**config.mk**
```make
export PLATFORM = sky130hd
export DESIGN_NAME = rsr_seq_ctrl
export DESIGN_NICKNAME = d
export VERILOG_FILES = /design/src/rtl/rsr_seq_ctrl.sv
export SDC_FILE = /design/constraint.sdc
export NUM_CORES = 1
export LEC_CHECK = 0
export ABC_AREA = 1
export ABC_CLOCK_PERIOD_IN_PS = 3900
export BUFFER_PORTS_ARGS = -buffer_cell sky130_fd_sc_hd__buf_2
export CELL_PAD_IN_SITES_DETAIL_PLACEMENT = 1
export CELL_PAD_IN_SITES_GLOBAL_PLACEMENT = 2
export CORE_ASPECT_RATIO = 1.25
export CORE_MARGIN = 1
export CORE_UTILIZATION = 25
export DETAILED_ROUTE_END_ITERATION = 16
export GPL_ROUTABILITY_DRIVEN = 0
export PLACE_DENSITY = 0.79
export SYNTH_ARGS = -nofsm -noshare
export SYNTH_HDL_FRONTEND = slang
export SYNTH_SLANG_ARGS = --single-unit
```
**constraint.sdc**
```tcl
create_clock -name clk -period 3.9 [get_ports clk]
set_clock_uncertainty 0.2 [all_clocks]
set_input_delay 0.195 -clock clk [delete_from_list [all_inputs] [get_ports clk]]
set_output_delay 0.195 -clock clk [all_outputs]
set_load 0.05 [all_outputs]
```
**src/rtl/rsr_seq_ctrl.sv**
```systemverilog
// rsr_seq_ctrl: load/shift/count sequencer for a WIDTH-bit right-shift register.
// A parallel word is taken over a valid/ready handshake and shifted out LSB
// first on sout, one bit per cycle with hold low, followed by a one-cycle done.
// Optional feature macro: RSR_SEQ_CTRL_PARITY_EN appends one even-parity bit
// (PAR state) after the data bits.
//
// Handshake: a word is transferred in any cycle where in_valid && in_ready;
// in_ready is high only in IDLE and never while rst is high, and in_valid
// outside IDLE is dropped (no queueing). sout_valid qualifies sout each cycle.
module rsr_seq_ctrl #(
   parameter int WIDTH = 4
) (
   input  logic             clk,
   input  logic             rst,
   input  logic             in_valid,
   input  logic [WIDTH-1:0] in_data,
   output logic             in_ready,
   input  logic             hold,
   output logic             sout,
   output logic             sout_valid,
   output logic             busy,
   output logic             done
);

   localparam int CW = (WIDTH > 1) ? $clog2(WIDTH) : 1;

`ifdef RSR_SEQ_CTRL_PARITY_EN
   typedef enum logic [1:0] {
      IDLE  = 2'd0,
      SHIFT = 2'd1,
      DONE  = 2'd2,
      PAR   = 2'd3
   } state_t;
`else
   typedef enum logic [1:0] {
      IDLE  = 2'd0,
      SHIFT = 2'd1,
      DONE  = 2'd2
   } state_t;
`endif

   state_t           state;
   logic [WIDTH-1:0] shreg;
   logic [CW-1:0]    cnt;
`ifdef RSR_SEQ_CTRL_PARITY_EN
   logic             par;
`endif

   // Sequencer: capture on handshake, shift while not held, count down to the last bit.
   always_ff @(posedge clk) begin
      if (rst) begin
         state <= IDLE;
         shreg <= '0;
         cnt   <= '0;
`ifdef RSR_SEQ_CTRL_PARITY_EN
         par   <= 1'b0;
`endif
      end else begin
         case (state)
            IDLE: begin
               if (in_valid) begin
                  shreg <= in_data;
                  cnt   <= CW'(WIDTH - 1);
`ifdef RSR_SEQ_CTRL_PARITY_EN
                  par   <= ^in_data;
`endif
                  state <= SHIFT;
               end
            end
            SHIFT: begin
               if (!hold) begin
                  shreg <= {1'b0, shreg[WIDTH-1:1]};
                  // cnt stops at zero: the exit is taken on the last bit instead of wrapping
                  if (cnt == '0) begin
`ifdef RSR_SEQ_CTRL_PARITY_EN
                     state <= PAR;
`else
                     state <= DONE;
`endif
                  end else begin
                     cnt <= cnt - 1'b1;
                  end
               end
            end
`ifdef RSR_SEQ_CTRL_PARITY_EN
            PAR: begin
               if (!hold) state <= DONE;
            end
`endif
            DONE: begin
               state <= IDLE;
            end
            default: begin
               state <= IDLE;
            end
         endcase
      end
   end

   // Status outputs decoded straight from the state register.
   assign in_ready = (state == IDLE) && !rst;
   assign busy     = (state != IDLE);
   assign done     = (state == DONE);

`ifdef RSR_SEQ_CTRL_PARITY_EN
   assign sout       = (state == PAR) ? par : shreg[0];
   assign sout_valid = ((state == SHIFT) || (state == PAR)) && !hold;
`else
   assign sout       = shreg[0];
   assign sout_valid = (state == SHIFT) && !hold;
`endif

endmodule

```
==> impl_metrics.env <==
export IMPL_drc=0
export IMPL_ctsResizeCount=0
export IMPL_diodes=0
export IMPL_slowest_stage="dfxtp_1"
export IMPL_synth_top_area_share_pct=38.55
export IMPL_drive_above_1_share_pct=24.69
export IMPL_cp_slowest_stage_delay_ps=370
export IMPL_final_hold_viol_count=0
export IMPL_cts_root_buf="clkbuf_4"
export IMPL_drtPass1Iterations=3
export IMPL_hold_slack_ps=25.66
export IMPL_routedWlPerCell_um=9.515
export IMPL_port_buffers=12
export IMPL_pre_cts_slack_ps=2492
export IMPL_maxSlewHeadroom_pct=83.23
export IMPL_syn_nets=74
export IMPL_cts_setup_buffers=0
export IMPL_worstPathMaxFanout=7
export IMPL_first_iter_violations=5
export IMPL_power_density_nw_per_um2=478.7
export IMPL_overflow=0
export IMPL_worst_setup_path_start_kind="flop"
export IMPL_ir_worst_vdd_mv=0.2156
export IMPL_syn_area_um2=415.4
export IMPL_ys_types=13
export IMPL_required_ps=3500
export IMPL_rsz0062_at_grt="false"
export IMPL_synth_seq_area_share_pct=38.55
export IMPL_worst_pin_slew_ps=253.2
export IMPL_drt_vias_per_instance=4.495
export IMPL_synth_area_leaders="dfxtp_1 (39%), nand2_1 (16%), nor2_1 (14%), inv_1 (7.2%), a21oi_1 (3.6%)"
export IMPL_cts_max_level=1
export IMPL_max_cap_violations=0
export IMPL_maxSlewViolCount=0
export IMPL_grt_pass1_vias=412
export IMPL_hold_path_class="in2reg"
export IMPL_synth_largest_area_cell="dfxtp_1"
export IMPL_status="finished, final reports clean"
export IMPL_routed_wl_um=942
export IMPL_numCtsBuffers=3
export IMPL_core_area_um2=1562
export IMPL_dp_cells=95
export IMPL_clkLatencyLatePin_ps=250
export IMPL_avgSynthCellArea_um2=6.391
export IMPL_final_util_pct=33.97
export IMPL_postCtsHoldBufs=1
export IMPL_ioPinCount=13
export IMPL_max_freq_mhz=601.3
export IMPL_path_clk_slew_ps=50
export IMPL_num_rows=16
export IMPL_clock_path_buffers=2
export IMPL_fin_setup_tns_ps=0
export IMPL_dp_final_hpwl_um=790.4
export IMPL_synth_cells=65
export IMPL_synthTopCellsByCount="nand2_1 (18), nor2_1 (15), dfxtp_1 (8), inv_1 (8)"
export IMPL_setup_viol=0
export IMPL_final_antenna_net_count=0
export IMPL_vias=445
export IMPL_synth_seq_cells=8
export IMPL_grt_max_degree=8
export IMPL_die_area_um2=1830
export IMPL_p_leak_nw=0.2891
export IMPL_synth_async_reset_ratio_pct=0
export IMPL_critPathKind="reg2out"
export IMPL_period_share_pct=42.65
export IMPL_worstPathArrival_ps=1270
export IMPL_cp_end_kind="output port"
export IMPL_fin_nets=92
export IMPL_yosys_warnings=0
export IMPL_cpMostUsedCell="nor2_1"
export IMPL_antenna_found_initial=0
export IMPL_yosysMostFrequentCell="nand2_1"
export IMPL_die_x_um=38.46
export IMPL_die_y_um=47.58
export IMPL_crit_chain="nor2_1 -> inv_1 -> nor2_1 -> buf_2"
export IMPL_tritoncts="done"
export IMPL_fin_ws_ps=2237
export IMPL_grt_pass1_wl_mm=1.628
export IMPL_syn_to_final_growth_pct=27.71
export IMPL_start_util_pct=26.60
export IMPL_min_period_ps=1663
export IMPL_synth_ff_type="dfxtp_1"
export IMPL_synth_edf_count=0
export IMPL_final_cells=99
export IMPL_cts_sinks=8
export IMPL_globalRouteTotalUtil_pct=12.56
[worst paths after layout]
path | start | cells past startpoint | slack, ps | end
worst max-delay path | state[0] | 4 | 2240 | in_ready
worst min-delay path | in_data[3] | 3 | 30 | shreg[3]
worst max register to register | state[0] | 7 | 2520 | shreg[1]
worst min register to register | shreg[3] | 2 | 300 | shreg[3]
[where the power goes]
group / internal, mW / switching, mW / total (mW)
sequential: 0.0939 / 0.00773 / 0.102
combinational: 0.0276 / 0.0640 / 0.0916
clock: 0.0351 / 0.0257 / 0.0608
total: 0.156 / 0.0975 / 0.254
[sequential cells by signal (all words and copies together) (netlist names)]
name and count:
shreg 4, cnt 2, state 2
[placed cells by master, fill, tap and decap left out, drive strengths merged]
cell	synthesis	final
dlygate4sd3	0	1
clkbuf	0	3
ha	1	1
a21oi	3	3
nand2	20	20
inv	9	9
nor2	16	16
buf	0	12
nand3	4	4
dfxtp	8	8
o21ai	3	3
nand4	1	1
[stage by stage]
step | instance area (um^2) | power [mW]
after floorplan | 415.4 | 0.1728
after global placement | 498.0 | 0.1949
after detailed placement | 498.0 | 0.1966
after CTS | 530.5 | 0.2604
after global routing | 530.5 | 0.2776
final | 530.5 | 0.2540
[worst max-delay path, delay by kind of cell (launching register included)]
| family | cells | cell delay (ps) |
|---|---|---|
| buffers and inverters | 2 | 340 |
| AND/OR/NAND/NOR | 2 | 310 |
| flip-flops | 1 | 370 |
[layout make-up]
type	count	area (um^2)
fillers	211	1031
multi-input cells	48	221.5
flip-flops and latches	8	160.2
repair buffers	13	70.07
inverters	9	33.78
clock buffers	3	22.52
well taps	18	22.52
[metal layers]
metal / vias to the layer above / GRT usage, % / wire length, um / share of wire, %
met5: - / 0 / 0 / 0
met4: 0 / 6.207 / 9 / 0.96
met3: 2 / 1.395 / 25 / 2.7
met2: 7 / 22.03 / 487 / 52
met1: 202 / 15.17 / 419 / 44
li1: 234 / - / - / -
[kinds of logic after synthesis]
logic type | synth area share (%)
and+or+nand+nor | 43.07
buffers and inverters | 8.132
DFF | 38.55
AOI/OAI and AO/OA | 7.227
adders and majority gates | 3.012
(Power assumes the default switching activity.)
